===== src/rtl/ps2_key_event_controller.sv =====
// ps2_key_event_controller: turns PS/2 scan bytes into make/break key events,
// filters typematic repeats and queues events in a fall-through FIFO.
`default_nettype none

module ps2_key_event_controller #(
  parameter int W             = 2,
  parameter int TO_CYCLES     = 300000,
  parameter int TO_W          = 19,
  parameter bit FILTER_REPEAT = 1'b1
) (
  input  logic         clk,
  input  logic         reset,
  input  logic         rx_done_tick,
  input  logic [7:0]   rx_byte,
  output logic         rx_en,
  output logic         evt_valid,
  input  logic         evt_ready,
  output logic [7:0]   evt_code,
  output logic         evt_ext,
  output logic         evt_break,
  output logic [W:0]   evt_count,
  output logic         overflow
);

  localparam int DEPTH = 2 ** W;
  localparam logic [7:0] PREFIX_EXT = 8'hE0;
  localparam logic [7:0] PREFIX_BRK = 8'hF0;

  typedef enum logic [1:0] {
    IDLE    = 2'd0,
    EXT     = 2'd1,
    BRK     = 2'd2,
    EXT_BRK = 2'd3
  } state_t;

  state_t          state;
  logic [TO_W-1:0] timer;
  logic [8:0]      held;
  logic            held_valid;

  logic [9:0]      mem [DEPTH];
  logic [W-1:0]    wr_ptr;
  logic [W-1:0]    rd_ptr;
  logic [W:0]      count;

  logic            is_status;
  logic            accepted;
  logic            emit;
  logic            emit_ext;
  logic            emit_brk;
  logic            suppress;
  logic            push_req;
  logic            full;
  logic            pop;
  logic            push;

  // Controller/self-test status bytes are never key data.
  always_comb begin
    case (rx_byte)
      8'h00, 8'hAA, 8'hEE, 8'hFA, 8'hFE, 8'hFF: is_status = 1'b1;
      default:                                   is_status = 1'b0;
    endcase
  end

  assign accepted = rx_done_tick && !is_status;

  always_comb begin
    emit     = 1'b0;
    emit_ext = 1'b0;
    emit_brk = 1'b0;
    if (accepted && rx_byte != PREFIX_EXT && rx_byte != PREFIX_BRK) begin
      emit     = 1'b1;
      emit_ext = (state == EXT) || (state == EXT_BRK);
      emit_brk = (state == BRK) || (state == EXT_BRK);
    end
  end

  assign suppress = FILTER_REPEAT && !emit_brk && held_valid &&
                    (held == {emit_ext, rx_byte});
  assign push_req = emit && !suppress;

  always_ff @(posedge clk) begin
    if (reset) begin
      state <= IDLE;
      timer <= '0;
    end else if (accepted) begin
      timer <= '0;
      if (rx_byte == PREFIX_EXT) begin
        state <= EXT;
      end else if (rx_byte == PREFIX_BRK) begin
        state <= (state == EXT || state == EXT_BRK) ? EXT_BRK : BRK;
      end else begin
        state <= IDLE;
      end
    end else if (!rx_done_tick && state != IDLE) begin
      // An abandoned prefix falls back to IDLE without producing an event.
      if (timer == TO_W'(TO_CYCLES - 1)) begin
        state <= IDLE;
        timer <= '0;
      end else begin
        timer <= timer + 1'b1;
      end
    end
  end

  always_ff @(posedge clk) begin
    if (reset) begin
      held       <= '0;
      held_valid <= 1'b0;
    end else if (emit) begin
      if (!emit_brk && !suppress) begin
        held       <= {emit_ext, rx_byte};
        held_valid <= 1'b1;
      end else if (emit_brk && held_valid && held == {emit_ext, rx_byte}) begin
        held_valid <= 1'b0;
      end
    end
  end

  assign full = (count == (W+1)'(DEPTH));
  assign pop  = (count != '0) && evt_ready;
  assign push = push_req && (!full || pop);

  always_ff @(posedge clk) begin
    if (reset) begin
      wr_ptr   <= '0;
      rd_ptr   <= '0;
      count    <= '0;
      overflow <= 1'b0;
      for (int i = 0; i < DEPTH; i++) begin
        mem[i] <= '0;
      end
    end else begin
      if (push) begin
        mem[wr_ptr] <= {emit_ext, emit_brk, rx_byte};
        wr_ptr      <= wr_ptr + 1'b1;
      end
      if (pop) begin
        rd_ptr <= rd_ptr + 1'b1;
      end
      if (push && !pop) begin
        count <= count + 1'b1;
      end else if (pop && !push) begin
        count <= count - 1'b1;
      end
      if (push_req && !push) begin
        overflow <= 1'b1;
      end
    end
  end

  assign evt_valid = (count != '0);
  assign evt_ext   = mem[rd_ptr][9];
  assign evt_break = mem[rd_ptr][8];
  assign evt_code  = mem[rd_ptr][7:0];
  assign evt_count = count;
  // Throttle one entry early so a byte already in flight still fits.
  assign rx_en     = (count < (W+1)'(DEPTH - 1));

endmodule

`default_nettype wire

===== config.mk =====
export PLATFORM = sky130hd
export DESIGN_NAME = ps2_key_event_controller
export DESIGN_NICKNAME = d
export VERILOG_FILES = /design/src/rtl/ps2_key_event_controller.sv
export SDC_FILE = /design/constraint.sdc
export NUM_CORES = 1
export LEC_CHECK = 0
export BUFFER_PORTS_ARGS = -buffer_cell sky130_fd_sc_hd__clkbuf_2
export CORE_ASPECT_RATIO = 1.75
export CORE_MARGIN = 5
export CORE_UTILIZATION = 50
export CTS_BUF_LIST = sky130_fd_sc_hd__clkbuf_4
export CTS_CLUSTER_SIZE = 40
export DETAILED_ROUTE_END_ITERATION = 10
export MAX_ROUTING_LAYER = met4
export PLACE_DENSITY = 0.65
export SLEW_MARGIN = 40
export SYNTH_ARGS = -nofsm -noshare
export SYNTH_HDL_FRONTEND = slang
export SYNTH_SLANG_ARGS = --single-unit

===== constraint.sdc =====
create_clock -name clk -period 4.4 [get_ports clk]
set_input_delay 0 -clock clk [delete_from_list [all_inputs] [get_ports clk]]
set_output_delay 0 -clock clk [all_outputs]
set_load 0.05 [all_outputs]

## After elaboration in Yosys (flattened, before gate mapping)

Memories as Yosys holds them, arrays and structs flattened. A register that Yosys moved wholly into a read port is not among the register bits.
Index checks and enable logic that the tools add are counted.

| storage, ports and cells | value |
|---|---|
| register bits | 39 |
| RAM bits | 40 |
| bits of input ports | 12 |
| logic and storage cells | 93 |
| memories | 1 |

Memories:

| memory | depth | width | rd ports | clocked after memory_dff | wr ports | line | RTL |
|---|---|---|---|---|---|---|---|
| mem | 4 | 10 | 1 | 1 | 4 | 41 | `logic [9:0] mem [DEPTH];` |

| operators by class | value |
|---|---|
| add/subtract/negate cells | 5 |
| $lt $le $gt $ge | 1 |
| equality and inequality tests | 15 |
| multiplexer cells | 25 |
| reduce and logical (&&, ||, !) cells | 38 |

Operators by type and width:

| cell | number |
|---|---|
| $eq A8 B8 Y1 const B | 7 |
| $add A19 B1 Y19 const B | 1 |
| $eq A19 B19 Y1 const B | 1 |
| $mux W19 | 1 |
| $mux W2 | 8 |
| $ne A8 B8 Y1 const B | 2 |
| $logic_and A1 B1 Y1 | 15 |
| $mux W1 | 13 |
| $mux W10 | 1 |
| $reduce_bool A2 Y1 | 5 |
| $reduce_or A10 Y1 | 1 |
| $eq A9 B9 Y1 | 1 |
| $logic_not A8 Y1 | 1 |
| $logic_not A1 Y1 | 7 |
| $mux W3 | 2 |
| $reduce_and A2 Y1 | 3 |
| $reduce_or A6 Y1 | 1 |
| $add A2 B1 Y2 const B | 2 |
| $eq A2 B2 Y1 const B | 2 |
| $add A3 B1 Y3 const B | 1 |
| $eq A3 B3 Y1 const B | 1 |
| $logic_or A1 B1 Y1 | 3 |
| $lt A3 B2 Y1 const B | 1 |
| $reduce_bool A3 Y1 | 1 |
| 3 further kinds | 3 |

## Logic depth before layout (Yosys ltp)

Gate-level depths: netlist (run 1).

| logic depth | value |
|---|---|
| depth in word-level cells | 19 |
| depth in mapped cells | 12 |
| gate-level depth less buffers | 10 |

## Least setup slack after synthesis (run 1)

No wires, ideal clock.

| timing | value |
|---|---|
| path kind | register to register |
| start | register count[0] (netlist: evt_count[0]) |
| end | memory mem[3][0], enable pin |
| setup time | 0.407 ns |
| data arrival time | 2.218 ns |
| data required time | 3.993 ns |
| slack | 1.774 ns |
| cell stages (with the launch flop) | 4 |
| path buffers | 0 |
| path through | dfxtp_1 -> or4b_2 -> nand3_1 -> o41ai_1 |

RTL lines:

| item | line | RTL |
|---|---|---|
| start: declaration | 44 | `logic [W:0] count;` |
| start signal: assignment | 142 | `count <= count + 1'b1;` |
| start signal: assignment | 144 | `count <= count - 1'b1;` |
| end: declaration | 41 |  |

## Final worst setup path (run 1)

| timing | value |
|---|---|
| start | input rx_byte[7] |
| end | register count[2] (netlist: evt_count[2]) |

| on the way | value |
|---|---|
| longest elaborated chain between the ends | 17 |

RTL lines:

| item | line | RTL |
|---|---|---|
| start: declaration | 14 | `input logic [7:0] rx_byte,` |
| branches (longest 12 deep; another with $eq A9 B9 Y1) | -- |  |
| $logic_and A1 B1 Y1 * | 80 | `assign push_req = emit && !suppress;` |
| $logic_and A1 B1 Y1 * | 122 | `assign push = push_req && (!full \|\| pop);` |
| net push | 55 | `logic push;` |
| $logic_not A1 Y1 | 143 | `end else if (pop && !push) begin` |
| $logic_and A1 B1 Y1 | 143 |  |
| $reduce_bool A2 Y1 (no source line) | -- |  |

Mark *: on every way through the listed nets, which the timed path passes.
A chain may end at the register's enable or synchronous reset.

==> flow_summary.toml, run 1 <==
[synthesis]
synth_cell_types = 46
netlist_area_um2 = 3840
synth.ff_latch_count = 81
synthArstFlopShare = 0
yosys_most_used_dff = "dfxtp_1"
synth_nets = 367
synthCells = 352
syn_area_per_cell_um2 = 10.9
synth_edf_count = 40
ys_seq_area_frac = 0.527
ys_warn_count = 0

[clocking]
cts_buffers = 9
htree_levels = 3
cts-hold-fix-buffers = 11
postCtsSetupBuffers = 0
clock-sinks = 81
post_cts_resized = 0
clock_latency_ns = 0.44
cts_root_buffer = "clkbuf_4"
clk_pin_slew_ns = 0.13
cts_tree = "done"
clk_path_buf_depth = 2

[timing]
grt_setup_unrepaired = "false"
finalHoldViolCount = 0
fin_crit_ns = 2.73
tightestPinTransition_ns = 0.758
fin_crit_sh = 0.620
slew_violations = 0
fmax_ghz = 0.366
skew_ns = 0.0161
setup_viol = 0
tns_ns = 0
maxSlewHeadroom = 0.491
setup_ws_ns = 1.67

[layout]
final_nets = 404
multi_input_area_um2 = 1680
syn2layout_area_growth_pct = 12.3
mostFrequentLayoutCell = "dfxtp_1"
fillers = 669
register_area_um2 = 2020
finalInstanceArea_um2 = 4310
drive_above_1_share = 0.175
layout.cells.most_common_list = "dfxtp_1 (41), edfxtp_1 (40), nor2_1 (37)"

[global_routing]
grt_pass1_vias = 2852
overflow = 0
grt_max_degree = 28
antenna_found_initial = 1
grt_pass1_wl_mm = 14.0
grt_util_all_layers = 0.189

[worst_hold_path]
whs_path_depth = 3
worstHoldEndpoint = "wr_ptr[1]"
min_path_type = "input port to flip-flop"
hp-start = "reset"

[route]
wl_per_cell_um = 16.6
drc_errors = 0
drt_first_iter_violations = 213
drtPass1Iterations = 4
viasPerCell = 5.61
vias = 2708
antenna_left = 0
wirelength_mm = 8.00

[placement]
port_buffers = 27
pre_cts_ws_ns = 1.75
placed_cell_area_um2 = 4040
gp_congestion = 0.822
post-dp-hpwl_mm = 5.94

[critical_path]
cp.arrival_ns = 3.11
cp_slowest_cell = "dlygate4sd3_1"
cp_top_family = "simple AND/OR/NAND/NOR gates"
reg2reg_to = "evt_count[2]"
reg2reg_from = "state[0]"
reg2reg_depth = 10
path_buf_inv = 3
path_cells = "dlygate4sd3_1 > clkbuf_2 > and4_1 > a21bo_2 > a31o_1 > nor3_1 > ha_1 > inv_1 > fa_1 > xor2_1 > or3_1 > a21oi_1"
end_kind = "flip-flop"
cp_max_fo = 9
slowest_delay_ns = 0.54
required_ns = 4.78
start_kind = "input port"
path_class = "input port to flip-flop"
rrSetupSlack_ns = 1.73

[floorplanning]
die_w_um = 76.2
die-area_um2 = 9590
num_rows = 42
initial_core_util = 0.510
die_h_um = 126
ios = 28
core_um2 = 7510

[job]
drv_cap = 0

[power]
power.density_nw_per_um2 = 456
leakage_nw = 1.62
peakVddDrop_mv = 0.240
p_total_w = 0.00197

[status]
status = "finished, final reports clean"
report_power, final:
group	internal, W	total, W	leakage (nW)	switching [W]
combinational	0.000181	0.000556	0.792	0.000376
sequential	0.000858	0.000925	0.753	0.0000669
clock	0.000233	0.000484	0.0777	0.000251
total	0.00127	0.00197	1.62	0.000694
worst register-to-register path: cells and delay by family (launching register included):
kind,cells,cell delay (ns)
buffers and inverters,1,0.06
flip-flops,1,0.49
XOR/XNOR,2,0.33
adder cells (fa/ha/maj),2,0.62
AND/OR/NAND/NOR,4,0.99
AO/OA/AOI/OAI,1,0.13
area by class of cell:
cell class,instances,share of cell area
Timing Repair Buffer,42,0.0639
Clock buffer,10,0.0174
Multi-Input combinational cell,238,0.389
Sequential cell,81,0.469
Inverter,17,0.0148
Tap cell,88,0.0256
Antenna cell,1,0.000581
Clock inverter,6,0.0192
metrics by stage:
step / hold WS, ns / util / cells
final: 0.439 / 0.573 / 483
after floorplan: 0.142 / - / 352
after global placement: 0.335 / 0.537 / 455
after CTS: 0.425 / 0.573 / 482
after global routing: 0.458 / 0.573 / 483
after detailed placement: 0.361 / 0.537 / 455
layer usage:
metal | up-vias | track usage | wire length (µm)
met5 | - | - | 0
met4 | 0 | 0.0917 | 206
met1 | 1307 | 0.191 | 2920
met2 | 54 | 0.341 | 4600
li1 | 1333 | - | -
met3 | 14 | 0.0386 | 267
synth_stat cells, types with 2 or more instances:
library cell | number | share of area
inv_1 | 16 | 0.016
xnor2_1 | 13 | 0.030
nor2_1 | 37 | 0.036
nand3_1 | 12 | 0.016
a21oi_1 | 6 | 0.0078
and2_1 | 12 | 0.020
o31ai_1 | 2 | 0.0039
ha_1 | 2 | 0.0065
o21ai_0 | 9 | 0.012
clkbuf_1 | 6 | 0.0059
xor2_1 | 17 | 0.039
and3_1 | 12 | 0.020
mux4_2 | 10 | 0.059
or3_1 | 2 | 0.0033
buf_6 | 2 | 0.0059
dfxtp_1 | 41 | 0.21
nor3_1 | 27 | 0.035
buf_2 | 5 | 0.0065
and4_1 | 5 | 0.011
buf_4 | 2 | 0.0039
nand2_1 | 31 | 0.030
nor4_1 | 6 | 0.0098
nand4_1 | 6 | 0.0098
edfxtp_1 | 40 | 0.31
mux2i_1 | 10 | 0.026
flip-flops by register name, summed over array words and instances, names as in the netlist, named ones only:
name and flops:
mem 40, held 9, state 2, wr_ptr 2
rd_ptr 2, timer 19, overflow 1, held_valid 1
evt_count 3
cell families after synthesis:
group | synth area share
AND/OR/NAND/NOR | 0.216
multiplexers | 0.0848
flip-flops | 0.527
XOR/XNOR | 0.0685
buffers and inverters | 0.0398
AO/OA/AOI/OAI | 0.0493
adder cells (fa/ha/maj) | 0.0147
how the worst max path moves through the flow:
stage,from,endpoint,slack (ns),depth (start not counted)
5_1_grt,rx_byte[6],evt_count[2],1.53,12
3_3_place_gp,rx_byte[7],evt_count[2],1.86,11
3_5_place_dp,state[0],evt_count[2],1.75,10
2_1_floorplan,evt_count[0],mem[3][0],1.77,3
6_report,rx_byte[7],evt_count[2],1.67,12
4_1_cts,rx_byte[4],evt_count[2],1.68,11
No activity file was read; power rests on OpenSTA's default activity.
==> run 2, diff against run 1 <==
==> constraint.sdc (replaced) <==
create_clock -name clk -period 2.55 [get_ports clk]
set_input_delay 0 -clock clk [delete_from_list [all_inputs] [get_ports clk]]
set_output_delay 0 -clock clk [all_outputs]
set_load 0.05 [all_outputs]
==> run 2 against run 1 <==
Compared with the run above:
- sequential cell count stayed put
- highest routed layer unchanged
- die area unchanged
- worst setup slack got worse by 1.5 ns
- wire length increased by 6.1%
- sequential power up 72%
- clock-buffer cell count did not move
- hold slack improved by 0.014 ns
- critical path type unchanged
- non-clock buffer count up 17
- utilization is 1.8 points higher
==> flow_summary.toml, run 2 (synthesis gave the netlist of run 1 again) <==
[status]
status = "finished, final reports clean"

[route]
vias = 2736
wl_per_cell_um = 17.0
wirelength_mm = 8.48
viasPerCell = 5.47
drc_errors = 0
drt_first_iter_violations = 282
antenna_left = 0
drtPass1Iterations = 4

[timing]
skew_ns = 0.0133
slew_violations = 0
tightestPinTransition_ns = 0.696
setup_viol = 0
fin_crit_ns = 2.43
fin_crit_sh = 0.952
tns_ns = 0
grt_setup_unrepaired = "false"
maxSlewHeadroom = 0.535
hold_slack_ns = 0.453
finalHoldViolCount = 0
fmax_ghz = 0.412

[layout]
reg.largest.list = "mem (40), timer (19), held (9)"
layout.cells.most_common_list = "dfxtp_1 (40), edfxtp_1 (40), nor2_1 (37)"
final_nets = 421
largest_reg_flops = 40
syn2layout_area_growth_pct = 15.8
drive_above_1_share = 0.226
top_register = "mem"

[power]
power.density_nw_per_um2 = 763
p_sw_frac = 0.365
leakage_nw = 1.70
p_comb_frac = 0.304
peakVddDrop_mv = 0.432
clkPwrFrac = 0.228
seqPwrFrac = 0.468
p_int_w = 0.00215
p_sw_w = 0.00124

[floorplanning]
ios = 28
die-area_um2 = 9590
initial_core_util = 0.510
core_um2 = 7510
num_rows = 42
die_h_um = 126
die_w_um = 76.2

[global_routing]
grt_pass1_vias = 2762
grt_util_all_layers = 0.191
antenna_found_initial = 1
overflow = 0
grt_max_degree = 19
grt_pass1_wl_mm = 14.0

[worst_hold_path]
min_path_type = "input port to flip-flop"
whs_path_depth = 4

[placement]
port_buffers = 27
gp_congestion = 0.828
post-dp-hpwl_mm = 6.25

[critical_path]
cp.arrival_ns = 2.81
path_class = "input port to flip-flop"
reg2reg_depth = 10
required_ns = 2.93
start_kind = "input port"
end_kind = "flip-flop"
cp_max_fo = 5

[clocking]
cts_buffers = 9
clk_path_buf_depth = 2
postCtsSetupBuffers = 0
cts_tree = "done"
htree_levels = 3
clock_latency_ns = 0.45
clock-sinks = 81
cts_root_buffer = "clkbuf_4"
clk_pin_slew_ns = 0.13

[job]
drv_cap = 0
==> run 2: cell type report <==
class / count / area, µm²
clock buffer: 10 / 75.1
antenna: 1 / 2.50
tap: 88 / 110
inverter: 17 / 63.8
fill: 645 / 3070
clock inverter: 6 / 67.6
sequential: 81 / 2020
multi-input combinational: 238 / 1700
timing repair buffer: 59 / 403
==> run 2: what timing repair did <==
| item | 4_1_cts | 5_1_grt |
|---|---|---|
| gates resized for setup | 1 | 3 |
| hold buffers | 11 | 0 |
| endpoints found under the hold margin | 31 | 0 |
| setup endpoints to repair | 1 | 1 |
==> run 2: routing by layer <==
metal	global-route usage	up-vias	share of wire
li1	-	1362	-
met1	0.189	1321	0.37
met2	0.355	41	0.58
met3	0.0436	12	0.028
met4	0.0762	0	0.019
met5	-	-	0
==> run 2: final timing paths <==
check	from	slack, ns	to
hold reg to reg	held[2]	0.47	held[2]
setup reg to reg	held[8]	0.15	evt_count[2]
setup / recovery	rx_byte[3]	0.12	evt_count[2]
hold / removal	rx_byte[5]	0.45	held[5]
==> run 2: per-stage QoR <==
stage               cells  utilization  setup WS, ns  total power (W)  cell area (µm²)
floorplan             352            -       -0.0212          0.00238             3850
global placement      472        0.555         0.121          0.00262             4170
detailed placement    472        0.555      -0.00743          0.00264             4170
CTS                   499        0.589        0.0521          0.00342             4430
global route          500        0.591       0.00479          0.00356             4440
finish                500        0.591         0.121          0.00339             4440
==> run 2: power groups by stage <==
stage / Sequential, W / Clock, W / Combinational, W
after floorplan: 0.00164 / 0 / 0.000744
after global placement: 0.00162 / 0 / 0.00101
after detailed placement: 0.00163 / 0 / 0.00102
after CTS: 0.00160 / 0.000792 / 0.00103
after global routing: 0.00161 / 0.000855 / 0.00109
final: 0.00159 / 0.000772 / 0.00103
==> run 2: critical path, stage by stage <==
cell and delay (ns):
dlygate4sd3_1 0.54, clkbuf_2 0.16, and4_1 0.25, a21bo_2 0.21
a31o_1 0.21, nor3_2 0.19, ha_2 0.22, inv_1 0.05
fa_1 0.37, xor2_1 0.15, or3_1 0.30, a21oi_1 0.14
==> run 3, diff against run 2 <==
--- a/config.mk
+++ b/config.mk
@@ -6,14 +6,16 @@
 export NUM_CORES = 1
 export LEC_CHECK = 0
 export BUFFER_PORTS_ARGS = -buffer_cell sky130_fd_sc_hd__clkbuf_2
+export CELL_PAD_IN_SITES_DETAIL_PLACEMENT = 1
+export CELL_PAD_IN_SITES_GLOBAL_PLACEMENT = 2
 export CORE_ASPECT_RATIO = 1.75
 export CORE_MARGIN = 5
-export CORE_UTILIZATION = 50
+export CORE_UTILIZATION = 41
 export CTS_BUF_LIST = sky130_fd_sc_hd__clkbuf_4
 export CTS_CLUSTER_SIZE = 40
 export DETAILED_ROUTE_END_ITERATION = 10
 export MAX_ROUTING_LAYER = met4
-export PLACE_DENSITY = 0.65
+export PLACE_DENSITY = 0.78
 export SLEW_MARGIN = 40
 export SYNTH_ARGS = -nofsm -noshare
 export SYNTH_HDL_FRONTEND = slang
==> run 3 against run 2 <==
Compared with the run above:
- critical path type unchanged
- via count increased by 3.2%
- hold slack lost 0.43 ns
- first-iteration DRC count fell by 71%
- final cell count is 6.2% higher
- design area increased by 1.4%
- clock-buffer cell count is 1 lower
- utilization shrank 9.6 points
- sequential share of layout area decreased by 0.63 points
==> flow_summary.toml, run 3 (synthesis gave the netlist of run 1 again) <==
[timing]
fmax_ghz = 0.405
fin_crit_sh = 0.968
hold_slack_ns = 0.0259
maxSlewHeadroom = 0.540
finalHoldViolCount = 0
tightestPinTransition_ns = 0.689
setup_viol = 0
slew_violations = 0
skew_ns = 0.0143
fin_crit_ns = 2.47

[power]
p_int_w = 0.00225
power.density_nw_per_um2 = 780
p_comb_frac = 0.299
peakVddDrop_mv = 0.364
clkPwrFrac = 0.251
p_total_w = 0.00351
leakage_nw = 1.71
seqPwrFrac = 0.450
p_sw_w = 0.00126
p_sw_frac = 0.360

[layout]
fillers = 1047
final_nets = 421
reg.largest.list = "mem (40), timer (19), held (9)"
syn2layout_area_growth_pct = 17.4
layout.cells.most_common_list = "dfxtp_1 (40), edfxtp_1 (40), nor2_1 (37)"
drive_above_1_share = 0.229
diodes = 0
top_register = "mem"
largest_reg_flops = 40

[floorplanning]
die-area_um2 = 11500
core_um2 = 9090
die_w_um = 83.1
num_rows = 46
ios = 28
initial_core_util = 0.422
die_h_um = 138

[global_routing]
grt_max_degree = 20
antenna_found_initial = 0
grt_pass1_wl_mm = 15.0
grt_pass1_vias = 3077
grt_util_all_layers = 0.173
overflow = 0

[clocking]
clock-sinks = 81
cts_tree = "done"
htree_levels = 3
clock_latency_ns = 0.45
clk_pin_slew_ns = 0.14
cts_buffers = 9
clk_path_buf_depth = 2
cts_root_buffer = "clkbuf_4"

[status]
status = "finished, final reports clean"

[critical_path]
reg2reg_depth = 10
path_buf_inv = 3
reg2reg_from = "held[5]"
reg2reg_to = "evt_count[2]"
rrSetupSlack_ns = 0.08
path_class = "input port to flip-flop"
cp.arrival_ns = 2.85
path_cells = "dlygate4sd3_1 > clkbuf_2 > and3_1 > o21ai_1 > nand2_1 > nor3_4 > ha_2 > inv_1 > fa_1 > xor2_1 > or3_1 > a21oi_1"
start_kind = "input port"
cp_top_family = "simple AND/OR/NAND/NOR gates"
cp_slowest_cell = "dlygate4sd3_1"
cp_max_fo = 10
slowest_delay_ns = 0.54
required_ns = 2.93
end_kind = "flip-flop"

[placement]
gp_congestion = 0.817
post-dp-hpwl_mm = 7.03
port_buffers = 27

[job]
drv_cap = 0

[worst_hold_path]
worstHoldEndpoint = "mem[3][0]"
hp-start = "rx_byte[0]"
whs_path_depth = 3
min_path_type = "input port to flip-flop"

[route]
viasPerCell = 5.32
drt_first_iter_violations = 83
vias = 2823
antenna_left = 0
wl_per_cell_um = 17.0
drtPass1Iterations = 4
drc_errors = 0
wirelength_mm = 9.03
## run 3: cell count changes in the layout (fill, tap and decap cells not counted), sizes merged
| cell | previous run | this run |
|---|---|---|
| diode | 1 | 0 |
| clkbuf | 37 | 36 |
| bufinv | 1 | 2 |
| buf | 21 | 22 |
| clkinv | 3 | 2 |
| inv | 17 | 18 |
| dlygate4sd3 | 11 | 10 |
## run 3: what timing repair did
| item | in CTS | in global routing |
|---|---|---|
| pin swaps | 0 | 2 |
| gates resized for setup | 1 | 5 |
| cloned | 0 | 0 |
| hold buffers | 10 | 0 |
| setup buffers | 0 | 0 |
| setup endpoints to repair | 1 | 1 |
| hold endpoints to repair | 23 | 0 |
## run 3: tightest hold or removal path: stages
cell	delay (ns)
clkbuf_2	0.13
buf_4	0.13
and2_1	0.12
## run 3: worst max-delay path by stage
| stage | startpoint | end | slack (ns) | cells after the start |
|---|---|---|---|---|
| after global placement | rx_byte[7] | evt_count[2] | 0.09 | 11 |
| final | rx_byte[6] | evt_count[2] | 0.08 | 12 |
| after global routing | held[6] | evt_count[2] | -0.03 | 10 |
| after floorplan | evt_count[0] | mem[0][0] | -0.02 | 4 |
| after detailed placement | held[4] | evt_count[2] | 0.04 | 10 |
| after CTS | rx_byte[7] | evt_count[2] | 0.01 | 12 |
## run 3: area by class of cell
cell class | instances | area [µm²] | area share
clock inverters | 7 | 101 | 0.0225
repair buffers | 59 | 400 | 0.0889
clock buffers | 9 | 67.6 | 0.0150
inverters | 17 | 63.8 | 0.0142
well taps | 120 | 150 | 0.0333
multi-input cells | 238 | 1700 | 0.377
flip-flops and latches | 81 | 2020 | 0.449
## run 3: power groups by stage
stage | registers, W | logic, W | clock network [W]
4_1_cts | 0.00159 | 0.00106 | 0.000897
3_3_place_gp | 0.00161 | 0.00103 | 0
6_report | 0.00158 | 0.00105 | 0.000880
3_5_place_dp | 0.00162 | 0.00104 | 0
2_1_floorplan | 0.00164 | 0.000744 | 0
5_1_grt | 0.00160 | 0.00113 | 0.000963
## run 3: metrics by stage
| step | util | cells | area [µm²] | setup slack, ns | setup TNS [ns] |
|---|---|---|---|---|---|
| 2_1_floorplan | - | 352 | 3850 | -0.0212 | -0.424 |
| 3_3_place_gp | 0.464 | 505 | 4220 | 0.0916 | 0 |
| 3_5_place_dp | 0.464 | 505 | 4220 | 0.0367 | 0 |
| 4_1_cts | 0.494 | 531 | 4490 | 0.0133 | 0 |
| 5_1_grt | 0.495 | 531 | 4500 | -0.0334 | -0.0334 |
| 6_report | 0.495 | 531 | 4500 | 0.0804 | 0 |
## run 3: per-layer routing
metal | part of all wire | routed length [µm] | track usage
met1 | 0.35 | 3200 | 0.160
met2 | 0.60 | 5380 | 0.335
met4 | 0.029 | 259 | 0.0918
met5 | 0 | 0 | -
met3 | 0.021 | 191 | 0.0291
